==> src/rtl/slice_pkg.sv <==
// Shared types and sizing helpers for the narrow-lane slicing scheme.
// Both ends of a link must derive slice count and width from these functions.
package slice_pkg;

  typedef enum logic {
    COLLECT = 1'b0,
    HOLD    = 1'b1
  } reasm_state_e;

  // Smallest power-of-two slice count whose slice width fits within max_w.
  function automatic int unsigned num_slices(input int unsigned width, input int unsigned max_w);
    int unsigned n;
    n = 1;
    while (((width + n - 1) / n) > max_w) n = n * 2;
    return n;
  endfunction

  function automatic int unsigned slice_width(input int unsigned width, input int unsigned n);
    return (width + n - 1) / n;
  endfunction

endpackage

==> src/rtl/slice_reassembler_if.sv <==
// Slice-in / word-out valid-ready link for the reassembler.
// master drives beats and consumes words; slave is the reassembler.
interface slice_reassembler_if #(
  parameter int unsigned WIDTH   = 33,
  parameter int unsigned SLICE_W = 9
);
  logic               in_valid;
  logic               in_ready;
  logic               in_first;
  logic [SLICE_W-1:0] in_data;
  logic               out_valid;
  logic               out_ready;
  logic [WIDTH-1:0]   out_data;
  logic               err_resync;

  modport master (
    output in_valid, in_first, in_data, out_ready,
    input  in_ready, out_valid, out_data, err_resync
  );

  modport slave (
    input  in_valid, in_first, in_data, out_ready,
    output in_ready, out_valid, out_data, err_resync
  );
endinterface

==> src/rtl/slice_index_ctr.sv <==
// Modulo-N slice index counter with clear, resync load-to-one and increment.
// Wraps explicitly at N-1 so non-power-of-two counts stay in range.
module slice_index_ctr #(
  parameter int unsigned N     = 4,
  parameter int unsigned IDX_W = 2
) (
  input  logic             clk,
  input  logic             rst,
  input  logic             clr,
  input  logic             load1,
  input  logic             inc,
  output logic [IDX_W-1:0] idx,
  output logic             last
);

  localparam logic [IDX_W-1:0] LAST_IDX = IDX_W'(N - 1);
  localparam logic [IDX_W-1:0] ONE_IDX  = IDX_W'((N > 1) ? 1 : 0);

  always_ff @(posedge clk) begin
    if (rst) begin
      idx <= '0;
    end else if (clr) begin
      idx <= '0;
    end else if (load1) begin
      idx <= ONE_IDX;
    end else if (inc) begin
      idx <= (idx == LAST_IDX) ? '0 : idx + IDX_W'(1);
    end
  end

  assign last = (idx == LAST_IDX);

endmodule

==> src/rtl/slice_reassembler.sv <==
// Rebuilds a WIDTH-bit word from NUM_SLICES narrow beats, LS slice first.
// A beat marked first mid-word drops the partial word and restarts assembly.
module slice_reassembler
  import slice_pkg::*;
#(
  parameter int unsigned WIDTH     = 33,
  parameter int unsigned MAX_WIDTH = 11
) (
  input logic                clk,
  input logic                rst,
  slice_reassembler_if.slave bus
);

  localparam int unsigned NUM_SLICES = num_slices(WIDTH, MAX_WIDTH);
  localparam int unsigned SLICE_W    = slice_width(WIDTH, NUM_SLICES);
  localparam int unsigned IDX_W      = (NUM_SLICES > 1) ? $clog2(NUM_SLICES) : 1;
  localparam int unsigned ASM_W      = NUM_SLICES * SLICE_W;

  reasm_state_e       state_q, state_d;
  logic [ASM_W-1:0]   asm_q, asm_d;
  logic [WIDTH-1:0]   data_q;
  logic               valid_q;
  logic               err_q, err_d;
  logic [IDX_W-1:0]   idx, slot;
  logic               last;
  logic               accept, resync, load_out;
  logic               ctr_clr, ctr_load1, ctr_inc;

  slice_index_ctr #(
    .N     (NUM_SLICES),
    .IDX_W (IDX_W)
  ) u_idx (
    .clk   (clk),
    .rst   (rst),
    .clr   (ctr_clr),
    .load1 (ctr_load1),
    .inc   (ctr_inc),
    .idx   (idx),
    .last  (last)
  );

  // Pass-through accept: a draining held word frees the slot in the same cycle.
  assign bus.in_ready   = (state_q == COLLECT) || (valid_q && bus.out_ready);
  assign bus.out_valid  = valid_q;
  assign bus.out_data   = data_q;
  assign bus.err_resync = err_q;

  assign accept = bus.in_valid && bus.in_ready;
  assign resync = accept && bus.in_first && (idx != '0);
  assign slot   = resync ? '0 : idx;

  always_comb begin
    state_d   = state_q;
    asm_d     = asm_q;
    err_d     = 1'b0;
    load_out  = 1'b0;
    ctr_clr   = 1'b0;
    ctr_load1 = 1'b0;
    ctr_inc   = 1'b0;

    if (accept) begin
      if (resync) begin
        asm_d     = '0;
        ctr_load1 = 1'b1;
        err_d     = 1'b1;
      end else if (last) begin
        ctr_clr  = 1'b1;
        load_out = 1'b1;
      end else begin
        ctr_inc = 1'b1;
      end
      for (int unsigned s = 0; s < NUM_SLICES; s++) begin
        if (slot == IDX_W'(s)) asm_d[s*SLICE_W +: SLICE_W] = bus.in_data;
      end
    end

    case (state_q)
      COLLECT: if (load_out) state_d = HOLD;
      HOLD:    if (bus.out_ready && !load_out) state_d = COLLECT;
      default: state_d = COLLECT;
    endcase
  end

  // Slice bits beyond WIDTH on the final beat are dropped at the output load.
  always_ff @(posedge clk) begin
    if (rst) begin
      state_q <= COLLECT;
      asm_q   <= '0;
      data_q  <= '0;
      valid_q <= 1'b0;
      err_q   <= 1'b0;
    end else begin
      state_q <= state_d;
      asm_q   <= asm_d;
      valid_q <= (state_d == HOLD);
      err_q   <= err_d;
      if (load_out) data_q <= asm_d[WIDTH-1:0];
    end
  end

endmodule

==> src/flat_wrapper.sv <==
// flat-port wrapper written by rule: the top's interface ports become plain ports
module slice_reassembler_flat import slice_pkg::*;
#(
  parameter int unsigned WIDTH     = 33,
  parameter int unsigned MAX_WIDTH = 11
)
  (clk, rst, bus_in_valid, bus_in_first, bus_in_data, bus_out_ready, bus_in_ready, bus_out_valid, bus_out_data, bus_err_resync);
  slice_reassembler_if #(.WIDTH(WIDTH), .SLICE_W(9)) bus_i ();
  input logic clk;
  input logic rst;
  input wire logic [$bits(bus_i.in_valid)-1:0] bus_in_valid;
  input wire logic [$bits(bus_i.in_first)-1:0] bus_in_first;
  input wire logic [$bits(bus_i.in_data)-1:0] bus_in_data;
  input wire logic [$bits(bus_i.out_ready)-1:0] bus_out_ready;
  output wire logic [$bits(bus_i.in_ready)-1:0] bus_in_ready;
  output wire logic [$bits(bus_i.out_valid)-1:0] bus_out_valid;
  output wire logic [$bits(bus_i.out_data)-1:0] bus_out_data;
  output wire logic [$bits(bus_i.err_resync)-1:0] bus_err_resync;
  assign bus_i.in_valid = bus_in_valid;
  assign bus_i.in_first = bus_in_first;
  assign bus_i.in_data = bus_in_data;
  assign bus_i.out_ready = bus_out_ready;
  assign bus_in_ready = bus_i.in_ready;
  assign bus_out_valid = bus_i.out_valid;
  assign bus_out_data = bus_i.out_data;
  assign bus_err_resync = bus_i.err_resync;
  slice_reassembler #(.WIDTH(WIDTH), .MAX_WIDTH(MAX_WIDTH)) u_core (.clk(clk), .rst(rst), .bus(bus_i));
endmodule
==> config.mk <==
export PLATFORM = sky130hd
export DESIGN_NAME = slice_reassembler_flat
export DESIGN_NICKNAME = d
export VERILOG_FILES = /design/src/rtl/slice_pkg.sv /design/src/rtl/slice_reassembler_if.sv /design/src/rtl/slice_index_ctr.sv /design/src/rtl/slice_reassembler.sv /design/src/flat_wrapper.sv
export SDC_FILE = /design/constraint.sdc
export NUM_CORES = 1
export LEC_CHECK = 0
export CAP_MARGIN = 10
export CORE_AREA = 2 2 104 106
export CTS_CLUSTER_SIZE = 25
export DETAILED_ROUTE_END_ITERATION = 7
export DIE_AREA = 0 0 106 108
export PLACE_DENSITY = 0.6
export SLEW_MARGIN = 20
export SYNTH_ARGS = -nofsm -noshare
export SYNTH_HDL_FRONTEND = slang
export SYNTH_SLANG_ARGS = --single-unit
==> constraint.sdc <==
create_clock -name clk -period 2.6 [get_ports clk]
set_input_delay 0.26 -clock clk [delete_from_list [all_inputs] [get_ports clk]]
set_output_delay 0.26 -clock clk [all_outputs]
set_load 0.01 [all_outputs]
==> results of run 1 <==
-- cells in the mapped netlist --
cell type,count
ha_1,2
buf_4,2
nor2_2,1
a211o_1,2
o211ai_1,1
o211ai_2,1
clkbuf_1,17
a211oi_1,19
nor4_4,3
nand2_1,18
a211oi_2,1
nand4_1,1
a22oi_1,24
inv_2,1
o21ai_0,9
nand3_1,6
a311oi_2,15
nor3_1,1
nor2_1,69
a21oi_1,1
nor2b_1,3
buf_6,6
inv_1,4
nor4_2,1
mux2i_1,27
nand2b_1,3
dfxtp_1,70
buf_2,6
-- routing by layer --
| layer | vias to the layer above | part of all wire | wire length, um | global-route usage |
|---|---|---|---|---|
| met5 | - | 0 | 0 | 0 |
| met4 | 0 | 0.024 | 174 | 0.0705 |
| met3 | 11 | 0.052 | 380 | 0.0428 |
| met2 | 61 | 0.45 | 3300 | 0.209 |
| met1 | 1164 | 0.48 | 3490 | 0.167 |
| li1 | 1197 | - | - | - |
-- critical path, delay by kind of cell (launching register included) --
family,cells,cell delay (ps)
fa+ha+maj,1,240
compound gates,2,670
flops,1,600
simple gates,2,270
buf+inv,1,150
-- registers in the layout (all words and copies together), names as in the netlist --
signal and count:
u_core.asm_q 33, u_core.state_q 1, u_core.u_idx.idx 2, u_core.bus.out_data 33, u_core.bus.err_resync 1
-- power groups by stage --
stage / sequential (uW) / combinational (uW) / clock (uW)
final: 1120 / 271 / 969
after global routing: 1120 / 295 / 1040
after CTS: 1120 / 272 / 1000
after detailed placement: 1150 / 271 / 0
after global placement: 1140 / 267 / 0
after floorplan: 1140 / 177 / 0
-- final timing paths --
path | from | endpoint | slack (ps) | depth (start not counted)
min reg2reg | u_core.asm_q[0]$_SDFF_PP0_ | u_core.asm_q[0]$_SDFF_PP0_ | 500 | 2
max | u_core.u_idx.idx[0]$_SDFFE_PP0P_ | u_core.asm_q[16]$_SDFF_PP0_ | 560 | 6
max reg2reg | u_core.u_idx.idx[0]$_SDFFE_PP0P_ | u_core.asm_q[16]$_SDFF_PP0_ | 560 | 6
min | rst | u_core.asm_q[0]$_SDFF_PP0_ | 410 | 2
-- cell families after synthesis --
family                     after synthesis  synth area share
DFF                                     70             0.463
and+or+nand+nor                        106             0.161
buffers and inverters                   36            0.0645
adders and majority gates                2           0.00826
muxes                                   27            0.0893
AOI/OAI and AO/OA                       73             0.214
-- through the flow --
stage / std cells / total power [uW] / hold WS (ps) / utilization
after floorplan: 314 / 1320 / 404 / -
after global placement: 480 / 1410 / 480 / 0.355
after detailed placement: 480 / 1420 / 482 / 0.355
after CTS: 496 / 2400 / 386 / 0.377
after global routing: 496 / 2460 / 419 / 0.377
final: 496 / 2360 / 408 / 0.377
-- layout make-up --
type	instances	area (um^2)
fillers	1012	6370
repair buffers	61	613
flip-flops and latches	70	1400
clock inverters	6	85.1
inverters	5	18.8
multi-input cells	208	1430
well taps	136	170
clock buffers	10	138
==> impl_table.tex, run 1 <==
\begin{tabular}{lr}
\hline
Metric & Value \\
\hline
\multicolumn{2}{l}{\textbf{Route}} \\
Vias post-DR & between 2,000 and 2,500 \\
Number of remaining DRC errors & 0 \\
First-pass iteration count of the detailed router & 5 \\
Overall routed net length & approximately 7300 um \\
Count of antenna-violating nets left after detailed routing & 0 \\
Via density & 4.91 \\
Detail-routed net length per standard cell & about 15 um \\
Initial detailed-routing violation count & 89 \\
\multicolumn{2}{l}{\textbf{Die}} \\
Effective utilization at floorplan & 0.296 \\
Die Area & approximately 11,000 um\^{}2 \\
Die Span X & 106 um \\
Die height & 108 um \\
Area of the core region & just over 10,000 um\^{}2 \\
Ports placed on the boundary & 50 \\
Core Rows & 37 \\
\multicolumn{2}{l}{\textbf{Worst hold path}} \\
Path category of the worst min-delay check & in -> reg \\
\multicolumn{2}{l}{\textbf{Timing}} \\
Number of pins with negative max-slew slack in the final report & 0 \\
Fmax & approximately 500 MHz \\
Final setup violation count & 0 \\
Endpoints failing hold & 0 \\
Unrepaired setup endpoints after global routing & false \\
Part of the cycle the worst path needs & 0.784 \\
Pin slew with the least headroom to its limit & 652 ps \\
Crit path time final & about 2000 ps \\
Worst slew margin relative to its limit & 0.562 \\
Setup\_tns & 0 ps \\
Post-layout worst setup margin & around 560 ps \\
Clk\_skew & 9.14 ps \\
\multicolumn{2}{l}{\textbf{Clock tree}} \\
CTS H-Tree Depth & 3 \\
Post-CTS setup buffer count & 0 \\
Clk\_lat worst skew & 340 ps \\
CTS tree & done \\
Gates resized, CTS repair & 0 \\
Number of sinks handled by clock tree synthesis & 70 \\
Max clock buf depth & 2 \\
Clock transition at path regs & 80 ps \\
Number of hold buffers added after cts & 0 \\
CTS root buffer & clkbuf\_8 \\
Clock buffers created by TritonCTS & 9 \\
\multicolumn{2}{l}{\textbf{Layout}} \\
Design Area, Final & around 3900 um\^{}2 \\
Number of nets at the end of the flow & about 370 \\
Fraction of final layout cells with drive strength greater than 1 & 0.144 \\
Synthesis-to-layout area growth & 27.4\% \\
Total inserted antenna cells & 0 \\
Most common library cell in the layout ignoring fill and taps & dfxtp\_1 \\
Most frequent cells in the layout & dfxtp\_1 (70), nor2\_1 (69), clkdlybuf4s50\_1 (48) \\
\multicolumn{2}{l}{\textbf{Logic synthesis}} \\
Post-synth top area cell & dfxtp\_1 \\
Instance count of the mapped netlist & 314 \\
Yosys warns & 0 \\
Net count after synthesis & 330 \\
Synth cell types & 28 \\
Top cell type's share of synthesized area & 0.463 \\
Top cells by area, synth & dfxtp\_1 (46\%), mux2i\_1 (8.9\%), nor2\_1 (8.6\%) \\
Synthesized area divided by synthesized cell count & between 9 and 10 um\^{}2 \\
Fraction of the yosys area taken by sequential cells & 0.463 \\
Post-Syn Area & $\sim$3000 um\^{}2 \\
Number of synthesized register bits & 70 \\
\multicolumn{2}{l}{\textbf{Global route}} \\
Number of antenna violations at the first check in global routing & 0 \\
Vias in the first global route & between 2,000 and 2,500 \\
All-Layer GR Usage & 0.135 \\
Global-route wire length before repair & 11,900 um \\
Pin count of the biggest net entering global routing & 43 \\
Congestion Overflow GR & 0 \\
\multicolumn{2}{l}{\textbf{Run status}} \\
Status & finished, final reports clean \\
\multicolumn{2}{l}{\textbf{Power and ir drop}} \\
Maximum VDD drop & between 0.2 and 0.25 mV \\
Areal power density over the cells & 612 nW/um\^{}2 \\
Combinational share of power & 0.115 \\
Leakage power & roughly 0.0013 uW \\
Sequential share of power & 0.475 \\
Portion of total power attributed to the clock network & 0.411 \\
Internal power consumption & roughly 1800 uW \\
Net Sw Frac & 0.248 \\
Switch Pwr & 585 uW \\
\multicolumn{2}{l}{\textbf{Placement}} \\
Sum of net half-perimeters after detailed placement & around 5000 um \\
Last weighted congestion value of the routability-driven placer & roughly 0.74 \\
Total cell area at the placement stage & 3630 um\^{}2 \\
Worst setup slack after placement & just under 500 ps \\
Count of input and output buffers & slightly below 50 \\
\multicolumn{2}{l}{\textbf{Setup path}} \\
Largest fanout of any net on the critical path & 13 \\
Largest stage delay on the critical path & $\sim$600 ps \\
Ordered list of cells on the worst path & inv\_1 > ha\_1 > nand2b\_1 > a211o\_1 > a22oi\_1 > nor2\_1 \\
Required @ worst endpoint & about 2800 ps \\
Slowest cell on the critical path & dfxtp\_1 \\
Arrival time at the worst endpoint & about 2300 ps \\
Worst Setup End Kind & flop \\
Kind of launch point of the worst setup path & flop \\
Type of the setup path with the least slack & reg -> reg \\
\multicolumn{2}{l}{\textbf{Flow run}} \\
Count of max-cap constraint violations & 0 \\
\hline
\end{tabular}
(Power assumes the default switching activity.)
==> inputs of run 2 (changes only) <==
Clock period 2.6 ns to 2 ns, I/O delays scaled along.
==> impl_table.tex, run 2 (same netlist as run 1, synthesis figures left out) <==
\begin{tabular}{lr}
\hline
Metric & Value \\
\hline
\multicolumn{2}{l}{\textbf{Run status}} \\
Status & finished, final reports clean \\
\multicolumn{2}{l}{\textbf{Clock tree}} \\
CTS root buffer & clkbuf\_8 \\
Clock transition at path regs & 70 ps \\
Clk\_lat worst skew & 340 ps \\
Number of hold buffers added after cts & 0 \\
CTS tree & done \\
Max clock buf depth & 2 \\
Number of sinks handled by clock tree synthesis & 70 \\
Clock buffers created by TritonCTS & 9 \\
CTS H-Tree Depth & 3 \\
\multicolumn{2}{l}{\textbf{Power and ir drop}} \\
Areal power density over the cells & 759 nW/um\^{}2 \\
Leakage power & $\sim$0.0013 uW \\
Internal power consumption & roughly 2200 uW \\
Combinational share of power & 0.123 \\
Sequential share of power & 0.494 \\
Switch Pwr & between 700 and 800 uW \\
Maximum VDD drop & roughly 0.37 mV \\
Portion of total power attributed to the clock network & 0.383 \\
Net Sw Frac & 0.253 \\
\multicolumn{2}{l}{\textbf{Setup path}} \\
Required @ worst endpoint & between 1500 and 2000 ps \\
R2r setup slk & approximately 230 ps \\
Count of cell instances traversed by the critical path & 3 \\
Slowest cell on the critical path & clkdlybuf4s50\_1 \\
Worst flop-to-flop path startpoint & u\_core.u\_idx.idx[0]\$\_SDFFE\_PP0P\_ \\
Ordered list of cells on the worst path & nor2b\_2 > inv\_1 > clkdlybuf4s50\_1 \\
Largest stage delay on the critical path & between 500 and 600 ps \\
Kind of launch point of the worst setup path & flop \\
Number of cells on the worst reg-to-reg path & 8 \\
Critical path origin & u\_core.state\_q\$\_SDFF\_PP0\_ \\
Arrival time at the worst endpoint & 1600 ps \\
Worst Setup End Kind & output pin \\
Crit-path leading delay family & buffers and inverters \\
Type of the setup path with the least slack & reg -> out \\
Largest fanout of any net on the critical path & 4 \\
Endpoint of the worst register-to-register path & u\_core.bus.out\_data[7]\$\_SDFFE\_PP0P\_ \\
Last element of the critical path & bus\_in\_ready \\
Count of buffer and inverter cells on the critical path & 2 \\
\multicolumn{2}{l}{\textbf{Global route}} \\
All-Layer GR Usage & 0.134 \\
Global-route wire length before repair & 11,900 um \\
Vias in the first global route & 2,345 \\
Number of antenna violations at the first check in global routing & 0 \\
Congestion Overflow GR & 0 \\
Pin count of the biggest net entering global routing & between 70 and 80 \\
\multicolumn{2}{l}{\textbf{Timing}} \\
Endpoints failing hold & 0 \\
Pin slew with the least headroom to its limit & just under 500 ps \\
Crit path time final & approximately 1800 ps \\
Fmax & approximately 560 MHz \\
Unrepaired setup endpoints after global routing & false \\
Setup\_tns & 0 ps \\
Worst slew margin relative to its limit & 0.677 \\
Part of the cycle the worst path needs & 0.901 \\
Number of pins with negative max-slew slack in the final report & 0 \\
Final setup violation count & 0 \\
Clk\_skew & $\sim$8.5 ps \\
\multicolumn{2}{l}{\textbf{Die}} \\
Die Span X & 106 um \\
Die Area & approximately 11,000 um\^{}2 \\
Effective utilization at floorplan & 0.296 \\
Die height & $\sim$110 um \\
Ports placed on the boundary & 50 \\
Area of the core region & 10,200 um\^{}2 \\
Core Rows & 37 \\
\multicolumn{2}{l}{\textbf{Layout}} \\
Most common library cell in the layout ignoring fill and taps & dfxtp\_1 \\
Total inserted antenna cells & 0 \\
Design Area, Final & $\sim$3900 um\^{}2 \\
Area of combinational cells with multiple inputs & around 1400 um\^{}2 \\
Flip-flop and latch area & between 1000 and 1500 um\^{}2 \\
Fraction of final layout cells with drive strength greater than 1 & 0.153 \\
Layout Utilization & 0.379 \\
FILL cells & roughly 1,000 \\
Synthesis-to-layout area growth & 28.0\% \\
Number of nets at the end of the flow & 377 \\
Most frequent cells in the layout & dfxtp\_1 (70), nor2\_1 (69), clkdlybuf4s50\_1 (48) \\
\multicolumn{2}{l}{\textbf{Flow run}} \\
Count of max-cap constraint violations & 0 \\
\multicolumn{2}{l}{\textbf{Placement}} \\
Last weighted congestion value of the routability-driven placer & approximately 0.74 \\
Sum of net half-perimeters after detailed placement & 4890 um \\
Total cell area at the placement stage & between 3000 and 4000 um\^{}2 \\
Count of input and output buffers & 49 \\
\multicolumn{2}{l}{\textbf{Route}} \\
Detail-routed net length per standard cell & $\sim$15 um \\
Number of remaining DRC errors & 0 \\
First-pass iteration count of the detailed router & 5 \\
Count of antenna-violating nets left after detailed routing & 0 \\
Via density & slightly below 5 \\
Vias post-DR & about 2,400 \\
Initial detailed-routing violation count & between 80 and 90 \\
Overall routed net length & roughly 7300 um \\
\multicolumn{2}{l}{\textbf{Worst hold path}} \\
Path category of the worst min-delay check & in -> reg \\
\hline
\end{tabular}
-- run 2: cell count changes in the layout (fill, tap and decap cells not counted), sizes merged --
cell,delta
buf,+6
clkbuf,+3
clkinvlp,-2
bufinv,-1
-- run 2: final cells by class --
class / count / area share
inverter: 5 / 0.00484
multi-input combinational: 208 / 0.370
timing repair buffer: 67 / 0.170
tap: 136 / 0.0439
sequential: 70 / 0.362
clock inverter: 3 / 0.0113
clock buffer: 13 / 0.0384
-- run 2: worst reg2reg max path, stage by stage, from the launching register on --
cell and delay [ps]:
dfxtp_1 330, inv_1 100, ha_1 160, nor2b_1 50, buf_4 150, nor4_4 270, buf_12 260, nor2_1 100
a311oi_2 260
-- run 2: routing by layer --
metal  GRT usage  share of wire  vias up
met4      0.0489          0.010        0
met3      0.0374          0.044        5
met1       0.181           0.48     1169
met2       0.205           0.46       57
met5           0              0        -
li1            -              -     1210
-- run 2: worst min path at each step --
stage | start | to | slack [ps] | cells past startpoint
final | rst | u_core.asm_q[20]$_SDFF_PP0_ | 340 | 3
after global routing | rst | u_core.asm_q[13]$_SDFF_PP0_ | 360 | 3
after global placement | u_core.asm_q[4]$_SDFF_PP0_ | u_core.asm_q[4]$_SDFF_PP0_ | 470 | 2
after detailed placement | u_core.asm_q[7]$_SDFF_PP0_ | u_core.asm_q[7]$_SDFF_PP0_ | 480 | 2
after CTS | rst | u_core.asm_q[16]$_SDFF_PP0_ | 340 | 3
after floorplan | bus_in_data[6] | u_core.asm_q[6]$_SDFF_PP0_ | 340 | 2
-- run 2: stage by stage --
step           power (uW)  hold slack, ps  std cells  setup slack [ps]
2_1_floorplan        1720             344        314              8.57
3_3_place_gp         1840             467        486               145
3_5_place_dp         1850             478        486              70.8
4_1_cts              2970             340        502              49.9
5_1_grt              3070             357        502              93.0
6_report             2940             339        502               198
-- run 2: power groups by stage --
stage               Clock (uW)  Combinational (uW)  Sequential, uW
floorplan                    0                 230            1490
global placement             0                 358            1480
detailed placement           0                 363            1480
CTS                       1150                 364            1450
global route              1220                 398            1460
finish                    1130                 361            1450
-- run 2: timing repair --
item                                    CTS  global route
buffers inserted                          0             0
endpoints found under the setup margin    0             1
resized for setup                         0             1
